**src/rtl/ex_mem_pkg.sv**
```systemverilog
// Shared definitions for the EX/MEM skid stage: NZCV bit positions, the
// default-width entry layout and the occupancy encoding.
package ex_mem_pkg;

   localparam int FLAG_N = 3;
   localparam int FLAG_Z = 2;
   localparam int FLAG_C = 1;
   localparam int FLAG_V = 0;

   localparam int DEF_DATA_W  = 32;
   localparam int DEF_SDATA_W = 8;
   localparam int DEF_RADDR_W = 3;
   localparam int DEF_LANES   = 2;

   // Field order matches the stage's internal slot layout, MSB first.
   typedef struct packed {
      logic [DEF_DATA_W-1:0]            alu;
      logic [DEF_DATA_W-1:0]            addr;
      logic [DEF_SDATA_W-1:0]           sdata;
      logic                             mem_rd;
      logic                             mem_wr;
      logic [DEF_LANES*DEF_RADDR_W-1:0] rd;
      logic [DEF_LANES-1:0]             we;
      logic [3:0]                       flags;
      logic [DEF_LANES*4-1:0]           flag_we;
   } entry_t;

   typedef enum logic [1:0] {
      OCC_EMPTY = 2'd0,
      OCC_ONE   = 2'd1,
      OCC_FULL  = 2'd2
   } occ_e;

endpackage

```
**src/rtl/ex_mem_skid2_slot.sv**
```systemverilog
// One skid-buffer slot: a payload register with load enable plus a valid bit,
// both cleared by the asynchronous active-low reset.
module skid2_slot #(
   parameter int W = 8
) (
   input  logic         clk,
   input  logic         rst_n,
   input  logic         valid_i,
   input  logic         load_i,
   input  logic [W-1:0] data_i,
   output logic         valid_o,
   output logic [W-1:0] data_o
);

   logic         valid_q;
   logic [W-1:0] data_q;

   // NOTE: payload is reset too, so held data after reset reads as zero;
   // non-blocking assignments keep both registers sampling pre-edge values.
   always_ff @(posedge clk or negedge rst_n) begin
      if (!rst_n) begin
         valid_q <= 1'b0;
         data_q  <= '0;
      end else begin
         valid_q <= valid_i;
         if (load_i) data_q <= data_i;
      end
   end

   assign valid_o = valid_q;
   assign data_o  = data_q;

endmodule

```
**src/rtl/ex_mem_skid.sv**
```systemverilog
// EX/MEM pipeline stage with valid/ready handshake, 2-entry skid buffer,
// synchronous flush and a saturating downstream-stall counter.
module ex_mem_skid
   import ex_mem_pkg::*;
#(
   parameter int DATA_W  = 32,
   parameter int SDATA_W = 8,
   parameter int RADDR_W = 3,
   parameter int LANES   = 2,
   parameter int CNT_W   = 16
) (
   input  logic                     clk,
   input  logic                     reset,
   input  logic                     flush,
   input  logic                     in_valid,
   output logic                     in_ready,
   input  logic [DATA_W-1:0]        in_alu,
   input  logic [DATA_W-1:0]        in_addr,
   input  logic [SDATA_W-1:0]       in_sdata,
   input  logic                     in_mem_rd,
   input  logic                     in_mem_wr,
   input  logic [LANES*RADDR_W-1:0] in_rd,
   input  logic [LANES-1:0]         in_we,
   input  logic [3:0]               in_flags,
   input  logic [LANES*4-1:0]       in_flag_we,
   output logic                     out_valid,
   input  logic                     out_ready,
   output logic [DATA_W-1:0]        out_alu,
   output logic [DATA_W-1:0]        out_addr,
   output logic [SDATA_W-1:0]       out_sdata,
   output logic                     out_mem_rd,
   output logic                     out_mem_wr,
   output logic [LANES*RADDR_W-1:0] out_rd,
   output logic [LANES-1:0]         out_we,
   output logic [3:0]               out_flags,
   output logic [LANES*4-1:0]       out_flag_we,
   output logic [1:0]               occupancy,
   output logic [CNT_W-1:0]         stall_cnt
);

   typedef struct packed {
      logic [DATA_W-1:0]        alu;
      logic [DATA_W-1:0]        addr;
      logic [SDATA_W-1:0]       sdata;
      logic                     mem_rd;
      logic                     mem_wr;
      logic [LANES*RADDR_W-1:0] rd;
      logic [LANES-1:0]         we;
      logic [3:0]               flags;
      logic [LANES*4-1:0]       flag_we;
   } slot_t;

   slot_t            in_ent, main_ent, skid_ent, main_d;
   logic             main_v, skid_v, main_vd, skid_vd, main_ld, skid_ld;
   logic             push, pop;
   logic [CNT_W-1:0] stall_q, stall_d;
   occ_e             occ;

   assign in_ent = '{alu: in_alu, addr: in_addr, sdata: in_sdata,
                     mem_rd: in_mem_rd, mem_wr: in_mem_wr, rd: in_rd,
                     we: in_we, flags: in_flags, flag_we: in_flag_we};

   // in_ready depends only on registered SKID state, never on out_ready.
   assign in_ready  = ~skid_v;
   assign out_valid = main_v;
   assign push      = in_valid & in_ready;
   assign pop       = main_v & out_ready;

   // NOTE: every output gets a default first so no latch is inferred.
   always_comb begin
      main_vd = main_v;
      skid_vd = skid_v;
      main_ld = 1'b0;
      skid_ld = 1'b0;
      main_d  = in_ent;
      if (flush) begin
         main_vd = 1'b0;
         skid_vd = 1'b0;
      end else if (pop && skid_v) begin
         main_vd = 1'b1;
         main_ld = 1'b1;
         main_d  = skid_ent;
         skid_vd = 1'b0;
      end else if (push && (!main_v || pop)) begin
         main_vd = 1'b1;
         main_ld = 1'b1;
      end else if (push) begin
         skid_vd = 1'b1;
         skid_ld = 1'b1;
      end else if (pop) begin
         main_vd = 1'b0;
      end
   end

   skid2_slot #(.W($bits(slot_t))) u_main (
      .clk(clk), .rst_n(reset), .valid_i(main_vd), .load_i(main_ld),
      .data_i(main_d), .valid_o(main_v), .data_o(main_ent)
   );

   skid2_slot #(.W($bits(slot_t))) u_skid (
      .clk(clk), .rst_n(reset), .valid_i(skid_vd), .load_i(skid_ld),
      .data_i(in_ent), .valid_o(skid_v), .data_o(skid_ent)
   );

   always_comb begin
      stall_d = stall_q;
      if (main_v && !out_ready && !(&stall_q)) stall_d = stall_q + 1'b1;
   end

   always_ff @(posedge clk or negedge reset) begin
      if (!reset) stall_q <= '0;
      else        stall_q <= stall_d;
   end

   // SKID is only ever filled behind a valid MAIN.
   always_comb begin
      occ = OCC_EMPTY;
      if (skid_v)      occ = OCC_FULL;
      else if (main_v) occ = OCC_ONE;
   end

   assign occupancy   = occ;
   assign stall_cnt   = stall_q;
   assign out_alu     = main_ent.alu;
   assign out_addr    = main_ent.addr;
   assign out_sdata   = main_ent.sdata;
   assign out_rd      = main_ent.rd;
   assign out_flags   = main_ent.flags;
   assign out_mem_rd  = main_ent.mem_rd & main_v;
   assign out_mem_wr  = main_ent.mem_wr & main_v;
   assign out_we      = main_ent.we & {LANES{main_v}};
   assign out_flag_we = main_ent.flag_we & {(LANES*4){main_v}};

endmodule

```
**config.mk**
```make
export PLATFORM = sky130hd
export DESIGN_NAME = ex_mem_skid
export DESIGN_NICKNAME = d
export VERILOG_FILES = /design/src/rtl/ex_mem_pkg.sv /design/src/rtl/ex_mem_skid2_slot.sv /design/src/rtl/ex_mem_skid.sv
export SDC_FILE = /design/constraint.sdc
export NUM_CORES = 1
export LEC_CHECK = 0
export ABC_AREA = 1
export CAP_MARGIN = 20
export CORE_UTILIZATION = 51
export CTS_CLUSTER_DIAMETER = 120
export CTS_CLUSTER_SIZE = 25
export DETAILED_ROUTE_END_ITERATION = 16
export PLACE_DENSITY = 0.89
export SLEW_MARGIN = 20
export SYNTH_ARGS = -nofsm -noshare
export SYNTH_HDL_FRONTEND = slang
export SYNTH_SLANG_ARGS = --single-unit
export TNS_END_PERCENT = 50
```
**constraint.sdc**
```tcl
create_clock -name clk -period 1.8 [get_ports clk]
set_clock_uncertainty 0.1 [all_clocks]
set_input_delay 0.18 -clock clk [delete_from_list [all_inputs] [get_ports clk]]
set_output_delay 0.18 -clock clk [all_outputs]
set_load 0.02 [all_outputs]
```
==> metrics.md, run 1 <==
| Metric | Value |
|---|---|
| Outcome | completed |
| Layout area overhead | 23.4% |
| Htree depth | 1 |
| Iter 0 DRT Violations | 488 |
| Relative slew slack | 0.692 |
| Hpwl dp | between 15,000 and 20,000 um |
| Power Density | 978 mW/mm^2 |
| Post-Synthesis Mean Instance Area | 8.32 um^2 |
| Psw | roughly 3600 uW |
| Mapped Area | 0.00976 mm^2 |
| Initial antenna violation count | 0 |
| Critical setup path kind | reg2out |
| Maximum operating frequency | 572 MHz |
| Die ar. | 0.0197 mm^2 |
| Cell Rows | 50 |
| Combinational power share | 0.244 |
| Setup TNS | 0 ps |
| Post-route ant nets | 0 |
| Leak Pwr | between 0.006 and 0.007 uW |
| R2R cell count | 7 |
| Final Max Slew Viols | 0 |
| Hold Vio Cnt, Final | 0 |
| Crit Path Max Fanout | 2 |
| Crit path capture type | output port |
| Mapped Cells | 1,174 |
| Cell internal pwr | 8190 uW |
| Switching part of the total | 0.305 |
| Die Wd | 140 um |
| HP Class | in2async |
| RSZ-0062 raised after global routing | true |
| Worst-case vdd ir drop | 0.000566 V |
| Crit path DAT | 1470 ps |
| Core Util, Final | 0.644 |
| Layout cells sized above 1 | 0.0573 |
| Ports | 213 |
| Reg2Reg Setup Slack | 180 ps |
| Core Area | about 0.019 mm^2 |
| Starting Density | 0.522 |
| DRT Pass-1 Iters | 5 |
| Synth cell types | 24 |
| Flop pwr share | 0.516 |
| Nets | 1,391 |
| Pin count of the biggest net entering global routing | 84 |
| Via count | 7,904 |
| Worst-Margin Slew | 461 ps |
| Post-synth net total | between 1,000 and 1,500 |
| DRC errors left | 0 |
| Port buffer count | roughly 210 |
| Tmin final | roughly 1700 ps |
| Largest delay contributor family on the critical path | buffers and inverters |
| Tcrit/Tclk final | 0.971 |
| CTS sink cnt | 206 |
| CTS buffer count | 12 |
| Clock share of power | 0.240 |
| FF-to-FF Start | u_main.valid_o$_DFFE_PN0P_ |
| Buffer and inverter count on the worst path | 1 |
| Total power | 11,800 uW |
| CTS Buffer Depth | 3 |
| Worst r2r dst | u_main.data_o[34]$_DFFE_PN0P_ |
| CTS tree | built |
| Synth Warn # | 0 |
| Seq/Total Area, Yosys | 0.528 |
| Clock Latency Late Sink | ~460 ps |
| Ant diodes | 0 |
| Vias/cell | approximately 5.2 |
| Placer's final routability congestion estimate | ~0.8 |
| WP data required | about 1500 ps |
| CP Cell Sequence | clkdlybuf4s50_1 |
| First-pass GRT wire length | 37,600 um |
| Yosys reg bits | 206 |
| Area of the multi-input gates | 0.00324 mm^2 |
| Fill cells | 1,459 |
| CTS Root Cell | clkbuf_16 |
| Startpoint Class | flop |
| Gr ovfl total | 0 |
| Max cap viols | 0 |
| Worst path slowest cell | clkdlybuf4s50_1 |
| Number of global-route vias before repair | 7,824 |
| Clk pin slew, worst setup/hold paths | 100 ps |
| Routed wire per std cell | 14.8 um |
| Register Area | 0.00516 mm^2 |
| Total Wirelength | around 23,000 um |
| Critical Path Max Stage Delay | 640 ps |
| Final setup viols | 0 |
| GRT Total Usage | 0.233 |
| Die Span Y | 140 um |
-- area by class of cell --
class | count | area share
Timing Repair Buffer | 250 | 0.212
Sequential cell | 206 | 0.428
Multi-Input combinational cell | 698 | 0.269
Clock buffer | 13 | 0.0270
Clock inverter | 1 | 0.00166
Tap cell | 234 | 0.0243
Inverter | 123 | 0.0383
-- layer usage --
| layer | up-vias | track usage | routed length [um] |
|---|---|---|---|
| met1 | 3743 | 0.300 | 9370 |
| met4 | 0 | 0.0752 | 576 |
| met2 | 281 | 0.406 | 11300 |
| met3 | 46 | 0.0318 | 1250 |
| li1 | 3834 | - | - |
| met5 | - | 0 | 0 |
-- Yosys cell counts (all sizes together) --
cell,count,area share
a21oi,3,0.0015
buf,126,0.089
clkbuf,21,0.0081
dfrtp,206,0.53
ha,1,0.0013
inv,123,0.047
nand2,455,0.18
nand3,5,0.0031
nand3b,3,0.0023
nand4,2,0.0013
nor2,24,0.010
o211ai,95,0.073
o21ai,103,0.053
xnor2,6,0.0054
xor2,1,0.00090
-- how the worst max path moves through the flow --
| stage | depth (start not counted) | end | start |
|---|---|---|---|
| after floorplan | 8 | u_main.data_o[21]$_DFFE_PN0P_ | u_main.valid_o$_DFFE_PN0P_ |
| after global placement | 8 | u_main.data_o[36]$_DFFE_PN0P_ | out_ready |
| after detailed placement | 8 | u_main.data_o[34]$_DFFE_PN0P_ | out_ready |
| after CTS | 4 | out_flag_we[5] | u_main.valid_o$_DFFE_PN0P_ |
| after global routing | 1 | out_rd[0] | u_main.data_o[14]$_DFFE_PN0P_ |
| final | 1 | out_addr[13] | u_main.data_o[43]$_DFFE_PN0P_ |
-- power by group through the flow --
stage	clock network, uW	registers (uW)	logic (uW)
after floorplan	0	6060	1930
after global placement	0	6100	2830
after detailed placement	0	6150	2940
after CTS	2900	6070	2910
after global routing	3040	6180	3170
final	2820	6080	2880
-- cells by family after synthesis --
| kind of cell | share of synthesized area |
|---|---|
| AND/OR/NAND/NOR | 0.192 |
| buffers and inverters | 0.144 |
| flip-flops | 0.528 |
| AO/OA/AOI/OAI | 0.128 |
| XOR/XNOR | 0.00628 |
| adder cells (fa/ha/maj) | 0.00128 |
-- flip-flops by register name, indices dropped and copies added, names as in the netlist --
register	cells
u_skid.data_o	94
u_skid.valid_o	1
u_main.valid_o	1
u_main.data_o	94
stall_cnt	16
-- stage by stage --
step | area (um^2) | std cells | hold slack (ps) | worst slack (ps)
2_1_floorplan | 9760 | 1174 | -216 | 110
3_3_place_gp | 11700 | 1509 | 79.2 | -12.8
3_5_place_dp | 11700 | 1509 | 80.3 | -120
4_1_cts | 12000 | 1524 | 149 | 4.75
5_1_grt | 12000 | 1525 | 172 | 1.09
6_report | 12000 | 1525 | 141 | 51.5
-- cells in the final DEF (no fill, tap or decap), drive strengths merged --
master,count
a21oi,3
buf,37
clkbuf,23
clkdlybuf4s15,3
clkdlybuf4s50,176
dfrtp,206
dlygate4sd2,20
dlygate4sd3,1
dlymetal6s2s,3
ha,1
inv,124
nand2,455
nand3,5
nand3b,3
nand4,2
nor2,24
o211ai,95
o21ai,103
xnor2,6
xor2,1
-- what timing repair did --
item	4_1_cts	5_1_grt
buffers inserted	0	1
endpoints found under the setup margin	35	29
pin swaps	0	1
hold buffers	1	0
endpoints found under the hold margin	132	0
resized for setup	40	21
No activity file was read; power rests on OpenSTA's default activity.
==> run 2: changes to the inputs <==
CORE_MARGIN = 3   (was default)
HOLD_SLACK_MARGIN = 0.15   (was default)
==> metrics.md, run 2 (synthesized netlist as in run 1, its figures left out) <==
| Metric | Value |
|---|---|
| Commonest non-fill, non-tap cell in the layout | nand2_1 |
| CTS tree | built |
| Total Wirelength | 22,900 um |
| WP data required | about 1500 ps |
| Core Area | approximately 0.018 mm^2 |
| CTS sink cnt | 206 |
| Die Wd | 144 um |
| Startpoint Class | flop |
| Core Util, Final | 0.653 |
| Fin cells | 1,526 |
| Register Area | 0.00516 mm^2 |
| Vias/cell | a little over 5 |
| Die ar. | approximately 0.021 mm^2 |
| Port buffer count | 212 |
| Commonest cells after routing, fill and taps aside | 453 x nand2_1, 205 x dfrtp_1, 173 x clkdlybuf4s50_1, 119 x inv_1, 97 x o21ai_0 |
| Pin count of the biggest net entering global routing | 65 |
| Combinational power share | 0.244 |
| Hold buffer count at CTS | 2 |
| Layout cells sized above 1 | 0.0632 |
| DRT Pass-1 Iters | 5 |
| Tcrit/Tclk final | 0.973 |
| DP Area | 0.0117 mm^2 |
| Post-route ant nets | 0 |
| Power Density | 981 mW/mm^2 |
| Final setup viols | 0 |
| CTS Buffer Depth | 3 |
| Cell count after placement | 1,507 |
| Crit path DAT | 1470 ps |
| Layout area overhead | 23.1% |
| GRT Total Usage | 0.217 |
| Outcome | completed |
| Critical setup path kind | reg2out |
| RSZ-0062 raised after global routing | true |
| Fill cells | 1,423 |
| First-pass GRT wire length | 37,100 um |
| Maximum operating frequency | 571 MHz |
| Largest delay contributor family on the critical path | buffers and inverters |
| Worst-case vdd ir drop | 0.000579 V |
| Reg2Reg Setup Slack | 80 ps |
| Critical Path Max Stage Delay | ~650 ps |
| Tmin final | ~1800 ps |
| Die Span Y | 144 um |
| DRC errors left | 0 |
| Flop pwr share | 0.515 |
| Starting Density | 0.531 |
| CP Cell Sequence | clkdlybuf4s50_1 |
| Max cap viols | 0 |
| Leak Pwr | 0.00640 uW |
| Relative slew slack | 0.583 |
| Placer's final routability congestion estimate | about 0.8 |
| Switching part of the total | 0.305 |
| Cell Rows | slightly below 50 |
| Initial antenna violation count | 0 |
| Hold Vio Cnt, Final | 0 |
| Ports | 213 |
| HP Class | in2async |
| Clock share of power | 0.241 |
| Clock Latency Late Sink | 470 ps |
| Ant diodes | 0 |
| Psw | 3600 uW |
| Clk pin slew, worst setup/hold paths | 100 ps |
| Cell internal pwr | 8190 uW |
| Final Max Slew Viols | 0 |
| Area of the multi-input gates | 0.00322 mm^2 |
| Gr ovfl total | 0 |
| Crit Path Max Fanout | 2 |
| Design Area, Final | roughly 0.012 mm^2 |
| Worst-Margin Slew | 625 ps |
| Htree depth | 1 |
| Crit path capture type | output port |
| Nets | between 1,000 and 1,500 |
| CTS buffer count | 12 |
| Routed wire per std cell | around 15 um |
| Worst path slowest cell | clkdlybuf4s50_1 |
| Via count | between 7,000 and 8,000 |
| Hpwl dp | 15,700 um |
| Buffer and inverter count on the worst path | 1 |
| CTS Root Cell | clkbuf_16 |
| Iter 0 DRT Violations | 539 |
| Number of global-route vias before repair | between 7,000 and 8,000 |
## run 2: cell count changes in the layout (fill, tap and decap cells not counted), sizes merged
cell	before	now
clkbuf	23	15
dlygate4sd2	20	21
clkdlybuf4s50	176	173
clkinv	0	1
dlymetal6s4s	0	1
inv	124	123
dlymetal6s2s	3	4
buf	37	54
clkdlybuf4s15	3	0
## run 2: path summary, 6_finish.rpt
path,startpoint,end,depth (start not counted)
worst max-delay path,u_main.data_o[89]$_DFFE_PN0P_,out_alu[27],1
worst min-delay path,reset,u_skid.data_o[61]$_DFFE_PN0P_,2
worst min register to register,u_main.data_o[69]$_DFFE_PN0P_,u_main.data_o[69]$_DFFE_PN0P_,2
min in group clk,in_flags[2],u_skid.data_o[10]$_DFFE_PN0P_,3
max in group asynchronous,reset,u_main.data_o[70]$_DFFE_PN0P_,3
worst max register to register,u_skid.valid_o$_DFFE_PN0P_,u_main.data_o[29]$_DFFE_PN0P_,6
## run 2: final cells by class
| type | instances | area share |
|---|---|---|
| clock buffer | 13 | 0.0271 |
| clock inverter | 1 | 0.00167 |
| inverter | 123 | 0.0385 |
| multi-input combinational | 698 | 0.268 |
| sequential | 206 | 0.429 |
| tap | 229 | 0.0238 |
| timing repair buffer | 256 | 0.212 |
## run 2: power groups by stage
stage | clock network [uW] | logic (uW) | registers (uW)
floorplan | 0 | 1930 | 6060
global placement | 0 | 2850 | 6100
detailed placement | 0 | 2950 | 6150
CTS | 2920 | 2920 | 6070
global route | 3050 | 3200 | 6180
finish | 2840 | 2880 | 6070
## run 2: per-layer routing
layer | vias to the layer above | global-route usage | wire length, um
met4 | 0 | 0.0589 | 505
met1 | 3716 | 0.282 | 9680
met3 | 36 | 0.0357 | 1250
met2 | 252 | 0.379 | 11500
li1 | 3840 | - | -
met5 | - | 0 | 0
## run 2: what timing repair did
item	CTS	global route
setup buffers	2	1
endpoints found under the setup margin	44	11
pin swaps	0	0
gates cloned	0	0
hold endpoints to repair	206	37
gates resized for setup	72	7
## run 2: stage by stage
step / total power [uW] / setup slack [ps] / hold WS, ps / TNS (ps)
floorplan: 7990 / 110 / -216 / 0
global placement: 8950 / 6.15 / 83.3 / 0
detailed placement: 9100 / -81.5 / 81.3 / -1540
CTS: 11900 / -56.3 / 111 / -56.3
global route: 12400 / -37.5 / 124 / -108
finish: 11800 / 48.5 / 108 / 0
